File: config.mk
export PLATFORM = sky130hd
export DESIGN_NAME = sword_attack_renderer_flat
export DESIGN_NICKNAME = d
export VERILOG_FILES = /design/src/rtl/sword_attack_renderer_if.sv /design/src/rtl/sword_attack_renderer.sv /design/src/flat_wrapper.sv
export SDC_FILE = /design/constraint.sdc
export NUM_CORES = 1
export LEC_CHECK = 0
export ABC_AREA = 1
export BUFFER_PORTS_ARGS = -buffer_cell sky130_fd_sc_hd__buf_2
export CAP_MARGIN = 10
export CORE_MARGIN = 3
export CORE_UTILIZATION = 35
export CTS_CLUSTER_DIAMETER = 150
export DETAILED_ROUTE_END_ITERATION = 10
export GPL_TIMING_DRIVEN = 0
export PLACE_DENSITY = 0.72
export SETUP_SLACK_MARGIN = 0.1
export SLEW_MARGIN = 20
export SYNTH_ARGS = -nofsm -noshare
export SYNTH_HDL_FRONTEND = slang
export SYNTH_SLANG_ARGS = --single-unit
File: constraint.sdc
create_clock -name vga_clk -period 1.88 [get_ports vga_clk]
set_clock_uncertainty 0.05 [all_clocks]
set_input_delay 0.094 -clock vga_clk [delete_from_list [all_inputs] [get_ports vga_clk]]
set_output_delay 0.094 -clock vga_clk [all_outputs]
set_load 0.005 [all_outputs]
File: src/rtl/sword_attack_renderer_if.sv
`default_nettype none
// ============================================================================
// Module      : sword_attack_renderer_if
// Description : Sword sprite ROM / palette bus. The renderer (master) drives
//               the ROM address and frame select; the ROM/palette side
//               (slave) returns the registered palette index and its
//               combinational colour.
// Revision    : 1.0 - initial release
// ============================================================================
interface sword_attack_renderer_if;
    logic [9:0] rom_address;
    logic [1:0] rom_sel;
    logic [2:0] rom_q;
    logic [3:0] pal_red;
    logic [3:0] pal_green;
    logic [3:0] pal_blue;

    modport master (
        output rom_address,
        output rom_sel,
        input  rom_q,
        input  pal_red,
        input  pal_green,
        input  pal_blue
    );

    modport slave (
        input  rom_address,
        input  rom_sel,
        output rom_q,
        output pal_red,
        output pal_green,
        output pal_blue
    );
endinterface
`default_nettype wire

File: src/rtl/sword_attack_renderer.sv
`default_nettype none
// ============================================================================
// Module      : sword_attack_renderer
// Description : Sequences the sword-swing animation, places the sword sprite
//               beside Link, drives the sprite ROM address/frame select and
//               composites palette colour over the background with the ROM's
//               one-cycle read latency. RGB is registered (2-clock latency).
// Revision    : 1.0 - initial release
// ============================================================================
module sword_attack_renderer #(
    parameter int SPR_SIZE        = 32,
    parameter int SWORD_DX        = 16,
    parameter int FRAME_HOLD      = 4,
    parameter int TRANSPARENT_IDX = 0
) (
    input  logic        vga_clk,
    input  logic        Reset,
    input  logic [9:0]  DrawX,
    input  logic [9:0]  DrawY,
    input  logic        blank,
    input  logic        frame_start,
    input  logic        attack,
    input  logic [9:0]  link_x,
    input  logic [9:0]  link_y,
    input  logic [3:0]  bg_red,
    input  logic [3:0]  bg_green,
    input  logic [3:0]  bg_blue,
    sword_attack_renderer_if.master rom,
    output logic [3:0]  red,
    output logic [3:0]  green,
    output logic [3:0]  blue,
    output logic        busy
);

    localparam int              c_AW        = $clog2(SPR_SIZE);
    localparam int              c_CW        = (FRAME_HOLD > 1) ? $clog2(FRAME_HOLD) : 1;
    localparam logic [c_CW-1:0] c_HOLD_LAST = c_CW'(FRAME_HOLD - 1);
    localparam logic [10:0]     c_SPR       = 11'(SPR_SIZE);
    localparam logic [10:0]     c_DX        = 11'(SWORD_DX);
    localparam logic [2:0]      c_TRANSP    = 3'(TRANSPARENT_IDX);

    typedef enum logic [1:0] {
        S_IDLE    = 2'd0,
        S_SWING1  = 2'd1,
        S_SWING2  = 2'd2,
        S_RECOVER = 2'd3
    } state_t;

    state_t            r_state;
    logic [c_CW-1:0]   r_cnt;
    logic              r_atk_q;
    logic [1:0]        r_rom_sel;
    logic              r_busy;
    logic [10:0]       r_sx;
    logic [10:0]       r_sy;
    logic              r_hit_d;
    logic              r_blank_d;
    logic [11:0]       r_bg_d;

    logic              w_edge;
    logic [10:0]       w_dx;
    logic [10:0]       w_dy;
    logic              w_hit;
    logic [2*c_AW-1:0] w_addr_cat;

    // Stage 0: offsets from the latched origin. Negative offsets wrap to large
    // unsigned values, so a single unsigned compare rejects both sides.
    assign w_edge     = attack & ~r_atk_q;
    assign w_dx       = {1'b0, DrawX} - r_sx;
    assign w_dy       = {1'b0, DrawY} - r_sy;
    assign w_hit      = (r_state != S_IDLE) && (w_dx < c_SPR) && (w_dy < c_SPR);
    assign w_addr_cat = {w_dy[c_AW-1:0], w_dx[c_AW-1:0]};

    assign rom.rom_address = (w_hit && !Reset) ? 10'(w_addr_cat) : 10'd0;
    assign rom.rom_sel     = r_rom_sel;
    assign busy            = r_busy;

    // Sprite origin is only re-latched at frame start so it never tears.
    always_ff @(posedge vga_clk) begin
        if (Reset) begin
            r_sx <= 11'd0;
            r_sy <= 11'd0;
        end else if (frame_start) begin
            r_sx <= {1'b0, link_x} + c_DX;
            r_sy <= {1'b0, link_y};
        end
    end

    // Swing sequencer: each animation step is held for FRAME_HOLD frames.
    always_ff @(posedge vga_clk) begin
        if (Reset) begin
            r_state   <= S_IDLE;
            r_cnt     <= '0;
            r_atk_q   <= 1'b0;
            r_rom_sel <= 2'd0;
            r_busy    <= 1'b0;
        end else begin
            r_atk_q <= attack;
            case (r_state)
                S_IDLE: begin
                    if (w_edge) begin
                        r_state   <= S_SWING1;
                        r_cnt     <= '0;
                        r_rom_sel <= 2'd1;
                        r_busy    <= 1'b1;
                    end
                end
                default: begin
                    if (frame_start) begin
                        if (r_cnt == c_HOLD_LAST) begin
                            r_cnt <= '0;
                            case (r_state)
                                S_SWING1: begin
                                    r_state   <= S_SWING2;
                                    r_rom_sel <= 2'd2;
                                end
                                S_SWING2: begin
                                    r_state   <= S_RECOVER;
                                    r_rom_sel <= 2'd1;
                                end
                                default: begin
                                    r_state   <= S_IDLE;
                                    r_rom_sel <= 2'd0;
                                    r_busy    <= 1'b0;
                                end
                            endcase
                        end else begin
                            r_cnt <= r_cnt + 1'b1;
                        end
                    end
                end
            endcase
        end
    end

    // Stage 1: delay hit/blank/background to line up with rom_q.
    always_ff @(posedge vga_clk) begin
        if (Reset) begin
            r_hit_d   <= 1'b0;
            r_blank_d <= 1'b0;
            r_bg_d    <= 12'd0;
        end else begin
            r_hit_d   <= w_hit;
            r_blank_d <= blank;
            r_bg_d    <= {bg_red, bg_green, bg_blue};
        end
    end

    // Output register: blanking wins, then opaque sprite, then background.
    always_ff @(posedge vga_clk) begin
        if (Reset) begin
            {red, green, blue} <= 12'd0;
        end else if (!r_blank_d) begin
            {red, green, blue} <= 12'd0;
        end else if (r_hit_d && (rom.rom_q != c_TRANSP)) begin
            {red, green, blue} <= {rom.pal_red, rom.pal_green, rom.pal_blue};
        end else begin
            {red, green, blue} <= r_bg_d;
        end
    end

endmodule
`default_nettype wire

File: src/flat_wrapper.sv
// flat-port wrapper written by rule: the top's interface ports become plain ports
module sword_attack_renderer_flat 
#(
    parameter int SPR_SIZE        = 32,
    parameter int SWORD_DX        = 16,
    parameter int FRAME_HOLD      = 4,
    parameter int TRANSPARENT_IDX = 0
)
  (vga_clk, Reset, DrawX, DrawY, blank, frame_start, attack, link_x, link_y, bg_red, bg_green, bg_blue, red, green, blue, busy, rom_rom_address, rom_rom_sel, rom_rom_q, rom_pal_red, rom_pal_green, rom_pal_blue);
  sword_attack_renderer_if rom_i ();
  input  logic vga_clk;
  input  logic Reset;
  input  logic [9:0] DrawX;
  input  logic [9:0] DrawY;
  input  logic blank;
  input  logic frame_start;
  input  logic attack;
  input  logic [9:0] link_x;
  input  logic [9:0] link_y;
  input  logic [3:0] bg_red;
  input  logic [3:0] bg_green;
  input  logic [3:0] bg_blue;
  output logic [3:0] red;
  output logic [3:0] green;
  output logic [3:0] blue;
  output logic busy;
  output wire logic [$bits(rom_i.rom_address)-1:0] rom_rom_address;
  output wire logic [$bits(rom_i.rom_sel)-1:0] rom_rom_sel;
  input wire logic [$bits(rom_i.rom_q)-1:0] rom_rom_q;
  input wire logic [$bits(rom_i.pal_red)-1:0] rom_pal_red;
  input wire logic [$bits(rom_i.pal_green)-1:0] rom_pal_green;
  input wire logic [$bits(rom_i.pal_blue)-1:0] rom_pal_blue;
  assign rom_rom_address = rom_i.rom_address;
  assign rom_rom_sel = rom_i.rom_sel;
  assign rom_i.rom_q = rom_rom_q;
  assign rom_i.pal_red = rom_pal_red;
  assign rom_i.pal_green = rom_pal_green;
  assign rom_i.pal_blue = rom_pal_blue;
  sword_attack_renderer #(.SPR_SIZE(SPR_SIZE), .SWORD_DX(SWORD_DX), .FRAME_HOLD(FRAME_HOLD), .TRANSPARENT_IDX(TRANSPARENT_IDX)) u_core (.vga_clk(vga_clk), .Reset(Reset), .DrawX(DrawX), .DrawY(DrawY), .blank(blank), .frame_start(frame_start), .attack(attack), .link_x(link_x), .link_y(link_y), .bg_red(bg_red), .bg_green(bg_green), .bg_blue(bg_blue), .rom(rom_i), .red(red), .green(green), .blue(blue), .busy(busy));
endmodule
== Yosys cells after proc, flatten, opt, wreduce, memory -nomap -nowiden ==
Cells that the tools add are included.

* Flip-flop bits (word level): 55
* Bits in latches: 0
* Memory bits (writable): 0
* ROM bits: 0
* Input bits: 72
* Output and inout port bits: 25
* Logic and storage cells: 64
* Memories kept: 0

* Add/sub/neg operators: 4
* $mul: 0
* Div/mod/pow operators: 0
* Magnitude comparators: 2
* Equality and inequality tests: 5
* Shift operators: 0
* Mux-type cells: 22
* Bitwise gates (word level): 3
* Reductions and logical operators: 15

{| class="wikitable"
|+ Operator list
! kind !! count
|-
| < comparator 11 x 6 -> 1 bit (second input constant) || 2
|-
| 2-to-1 mux 2 bit || 11
|-
| 2-to-1 mux 4 bit || 3
|-
| adder 10 x 5 -> 11 bit (second input constant) || 1
|-
| subtractor 10 x 10 -> 11 bit || 1
|-
| subtractor 10 x 11 -> 11 bit || 1
|-
| 2-to-1 mux 10 bit || 1
|-
| case mux 2 bit (2 select lines) || 2
|-
| nonzero test 2 bit || 3
|-
| 2-to-1 mux 1 bit || 5
|-
| equality test 2 bit (second input constant) || 2
|-
| logical AND 1 bit || 4
|-
| inequality test 2 x 1 -> 1 bit (second input constant) || 2
|-
| AND reduction 4 bit || 1
|-
| OR reduction 2 bit || 2
|-
| AND reduction 3 bit || 1
|-
| nonzero test 3 bit || 1
|-
| adder 2 x 1 -> 2 bit (second input constant) || 1
|-
| equality test 2 x 1 -> 1 bit (second input constant) || 1
|-
| logical NOT 2 bit || 1
|-
| inverter 1 bit || 2
|-
| AND reduction 2 bit || 1
|-
| bitwise AND 1 bit || 1
|-
| logical NOT 1 bit || 1
|}

== Depth between registers and ports, before layout ==
* Depth after elaboration: 6
* Depth in mapped cells: 17
* Depth with buffers taken out: 16

== Least setup slack after synthesis ==
OpenSTA, ideal clock, no wires.

* Kind: register to output
* Start point: register u_core.r_sy[0]
* End point: output port rom_rom_address[0]
* Arrival: 1.808 ns
* Required time: 1.736 ns
* Path slack: -0.072 ns
* Cell stages (with the launch flop): 16
* Buffers on the path: 1
* Cells stage by stage: dfxtp_1 -> ha_1 -> inv_1 -> fa_1 -> nand3_1 -> nand3_1 -> nand2_1 -> nand2_1 -> nand2_1 -> nand2_1 -> nor2_1 -> nand2_1 -> nor2_1 -> nand2_1 -> buf_6 -> nor2_2

* Cells in the longest elaborated chain, start to end: 5

{| class="wikitable"
|+ RTL lines
! item !! RTL line !! RTL
|-
| start, declared || sword_attack_renderer.sv:55 || <nowiki>logic [10:0] r_sy;</nowiki>
|-
| start signal, assigned || sword_attack_renderer.sv:85 || <nowiki>r_sy <= {1'b0, link_y};</nowiki>
|-
| subtractor 10 x 10 -> 11 bit || sword_attack_renderer.sv:70 || <nowiki>assign w_dy = {1'b0, DrawY} - r_sy;</nowiki>
|-
| < comparator 11 x 6 -> 1 bit || sword_attack_renderer.sv:71 || <nowiki>assign w_hit = (r_state != S_IDLE) && (w_dx < c_SPR) && (w_dy < c_SPR);</nowiki>
|-
| logical AND 1 bit || sword_attack_renderer.sv:71 ||
|-
| logical AND 1 bit || sword_attack_renderer.sv:74 || <nowiki>assign rom.rom_address = (w_hit && !Reset) ? 10'(w_addr_cat) : 10'd0;</nowiki>
|-
| 2-to-1 mux 10 bit || sword_attack_renderer.sv:74 ||
|-
| end, declared || flat_wrapper.sv:27 || <nowiki>output wire logic [$bits(rom_i.rom_address)-1:0] rom_rom_address;</nowiki>
|}

Every way passes these cells.

== Worst setup path after layout ==
Same ends and word-level chain as after synthesis.

==> metrics list <==
- Input and output buffers added on the ports amount to 96.
- Rows: 33
- The initial antenna violation count was 0.
- Synth warnings: 0
- Post-DP HPWL: 6492 um
- During I/O placement, the number of pins put on the boundary was 97.
- For this run, global-route usage on met1 was measured as 21.42%.
- Max VDD drop: 0.3932 mV
- Counting flops with a built-in enable in the synthesized netlist gives 0.
* Max incr delay on CP: 0.38 ns
- Worst slew pin tran: 0.5147 ns
* Post-route antenna net violation count: 0
- Number of sinks handled by clock tree synthesis: 54
* Mean instance size in the synthesized netlist: 6.773 um2
- Together, buffers and inverters on the worst path number 3.
* TritonCTS clock tree: built
- Hold is met by 0.02179 ns.
- Sequential elements use 34.55% of the synthesized area.
* Vias in the first global route: 3,062
* Total core area: 8464 um2
- Clock transition at the registers of the reported paths: roughly 0.10 ns
- Across the run, the number of max-cap violations was 0.
* Average wire per cell in the routed design: around 12 um
* Via total after detailed routing: 3,203
- Along the worst path, the maximum fanout reaches 10.
- In the synthesized netlist, the number of instances is about 460.
* Gp weighted congestion: between 0.8 and 0.9
* Util after Layout: roughly half
* Static leakage power: 0.002229 uW
* DR vias/cell: 4.582
- Run status: finished, violations left
* Area growth syn-to-layout: 36.31%
- In this run the power density over the cells is 646.7 nW/um2.
- The first TritonRoute pass finished after 4 iterations.
* Crit path cell chain: ha_4 -> inv_2 -> fa_2 -> nand3_2 -> nand3_2 -> nand2_2 -> nand2_2 -> nand2_1 -> nand2_1 -> nor2_1 -> nand2_1 -> nor2_1 -> nand2_2 -> buf_12 -> nor2_4 -> buf_2
- Setup slack of the critical path after layout: -0.6208 ns
- In this run the clock root is driven by a sky130_fd_sc_hd__clkbuf_8.
- The worst hold path belongs to the class primary input to flip-flop.
* Worst Setup Start Kind: flip-flop
- Number of levels the H-tree was split into: 2
* Most common flop cell mapped by yosys: sky130_fd_sc_hd__dfxtp_1
* Net count after synthesis: 561
* Fmax achieved: about 0.40 GHz
- At the worst endpoint, the required time is between 1.5 and 2 ns.
- Overall die width: around 100 um
- STA puts the critical path data arrival time at 2.36 ns.
- The routed design could run at a clock period as short as 2.501 ns.
* Critical path endpoint category: primary output
* Floorplan die area: 10,110 um2
* Post-synthesis cell type count: 30
- Summed over all layers, the global routing overflow is 0.
- Headroom to the max-slew limit came out at 65.39%.
- Kind of cell adding the most delay to the critical path: simple AND/OR/NAND/NOR gates
- Total power for the finished layout comes to 2758 uW.
- Largest net degree at the start of global routing: 18
* Sum of negative setup slack: -5.824 ns
- In the global route stage, overall resource usage came out at 16.43%.
* Number of remaining DRC errors: 0
* Starting utilization of the core area: between 30% and 40%
- The first global-routing pass estimated approximately 14,000 um of wire.
- Netlist area before placement: roughly 3100 um2
* Net count reported at finish: about 700
- Critical-path top delay cell: sky130_fd_sc_hd__fa_2
- The checks that failed: negative setup slack.
- The later pin in the worst-skew pair is clocked with a latency of 0.30 ns.
* Setup-violating endpoint count in the final report: 11
- The critical path in this run is classified as flip-flop to primary output.
* FF+latch count, synth: 54
- The hold violation count in the final report came to 0.
* Global-route met2 utilization: 28.29%
- After the first detailed-routing iteration, the DRC count stood at 100.
- Share of synthesized flip-flops with an asynchronous set or reset: 0%
- Unrepaired setup endpoints after global routing: true
- Fin crit share: 133.0%
* Total CTS buffers: 5
- The max-slew violation total from the final report is 0.
- Total wirelength of the detailed-routed design: 8348 um
- The post-route netlist has around a quarter of its cells at a drive strength greater than 1.
- Busiest layer in global routing: met2
* DIE HEIGHT: just over 100 um
* Global-route track usage on met3: ~1.9%
- Maximum clock path buffer count: 2
[synthesized netlist by cell type, drive strengths merged, types with 2 or more instances]
| cell | number | share of area, % |
|---|---|---|
| a211oi | 3 | 0.72 |
| a21o | 2 | 0.48 |
| a21oi | 32 | 5.1 |
| buf | 3 | 0.72 |
| clkbuf | 8 | 0.96 |
| dfxtp | 54 | 35 |
| fa | 2 | 1.3 |
| ha | 25 | 10 |
| inv | 89 | 11 |
| nand2 | 94 | 11 |
| nand3 | 22 | 3.8 |
| nand3b | 2 | 0.48 |
| nand4 | 2 | 0.40 |
| nor2 | 72 | 9.5 |
| nor3 | 3 | 0.48 |
| o21ai | 35 | 5.6 |
| xnor2 | 6 | 1.7 |
| xor2 | 4 | 1.1 |
[power by group]
| part | switching (uW) | internal [uW] |
|---|---|---|
| Sequential | 26.8 | 1210 |
| Combinational | 463 | 366 |
| Clock | 386 | 304 |
| Total | 876 | 1880 |
[cell usage in the layout (no fill, tap or decap), drive strengths merged]
cell type    synthesis  layout
buf                  3     102
a211oi               3       3
nand2               94      94
or2                  1       1
nand3               22      22
diode                0       1
o21ai               35      35
ha                  25      25
nor3                 3       3
clkinvlp             0       1
a31oi                1       1
a21oi               32      32
inv                 89      90
nand4                2       2
or4                  1       1
xor2                 4       4
dfxtp               54      54
dlygate4sd3          0      24
a21o                 2       2
fa                   2       2
nor2                72      72
xnor2                6       6
nand3b               2       2
clkbuf               8      14
o31ai                1       1
[stage by stage]
stage	std cells	worst slack, ns	cell area (um2)
6_report	699	-0.6208	4265
5_1_grt	698	-0.7823	4263
4_1_cts	698	-0.6410	4177
3_5_place_dp	663	-0.3566	3794
3_3_place_gp	663	-0.3496	3794
2_1_floorplan	462	0.009121	3182
[path summary, 6_finish.rpt]
check,startpoint,to,slack (ns),cells after the start
hold / removal,link_y[4],u_core.r_sy[4],0.02,3
hold reg to reg,u_core.rom.rom_sel[1],u_core.rom.rom_sel[1],0.40,2
setup / recovery,u_core.r_sy[0],rom_rom_address[0],-0.62,16
setup reg to reg,u_core.r_sx[0],u_core.r_hit_d,-0.10,16
[final cells by class]
class / instances / area (um2)
Fill cell: 853 / 4199
Multi-Input combinational cell: 308 / 1808
Tap cell: 105 / 131.4
Sequential cell: 54 / 1084
Clock buffer: 6 / 82.58
Antenna cell: 1 / 2.502
Timing Repair Buffer: 123 / 743.2
Clock inverter: 2 / 16.27
Buffer: 11 / 61.31
Inverter: 89 / 336.6
[timing repair]
| item | 4_1_cts | 5_1_grt |
|---|---|---|
| pin swaps | 1 | 1 |
| resized for setup | 7 | 21 |
| hold buffers | 24 | 0 |
| buffers inserted | 3 | 0 |
| hold endpoints to repair | 24 | 0 |
| setup endpoints to repair | 12 | 12 |
[registers in the layout, summed over array words and instances (netlist names)]
| signal | count |
|---|---|
| u_core.r_bg_d | 12 |
| u_core.r_sx | 11 |
| u_core.r_sy | 10 |
| u_core.blue | 4 |
| u_core.green | 4 |
| u_core.red | 4 |
| u_core.r_cnt | 2 |
| u_core.rom.rom_sel | 2 |
| u_core.busy | 1 |
| u_core.r_atk_q | 1 |
| u_core.r_blank_d | 1 |
| u_core.r_hit_d | 1 |
| u_core.r_state | 1 |
[kinds of logic after synthesis]
group                      after synthesis  synth area share (%)
xor gates and xnor gates                10                 2.799
DFF                                     54                 34.55
and+or+nand+nor                        197                 26.67
buffers and inverters                  100                 12.36
AOI/OAI and AO/OA                       74                 12.35
adders and majority gates               27                 11.28
[per-layer routing]
| metal | up-vias | part of all wire [%] |
|---|---|---|
| met2 | 81 | 49 |
| met1 | 1414 | 44 |
| li1 | 1692 | - |
| met4 | 0 | 2.3 |
| met3 | 16 | 4.2 |
| met5 | - | 0 |
[worst min-delay path: stages]
cell and delay (ns):
sky130_fd_sc_hd__buf_2 0.07, sky130_fd_sc_hd__o21ai_0 0.07, sky130_fd_sc_hd__a21oi_1 0.10
Power figures use the tool's default switching activity.
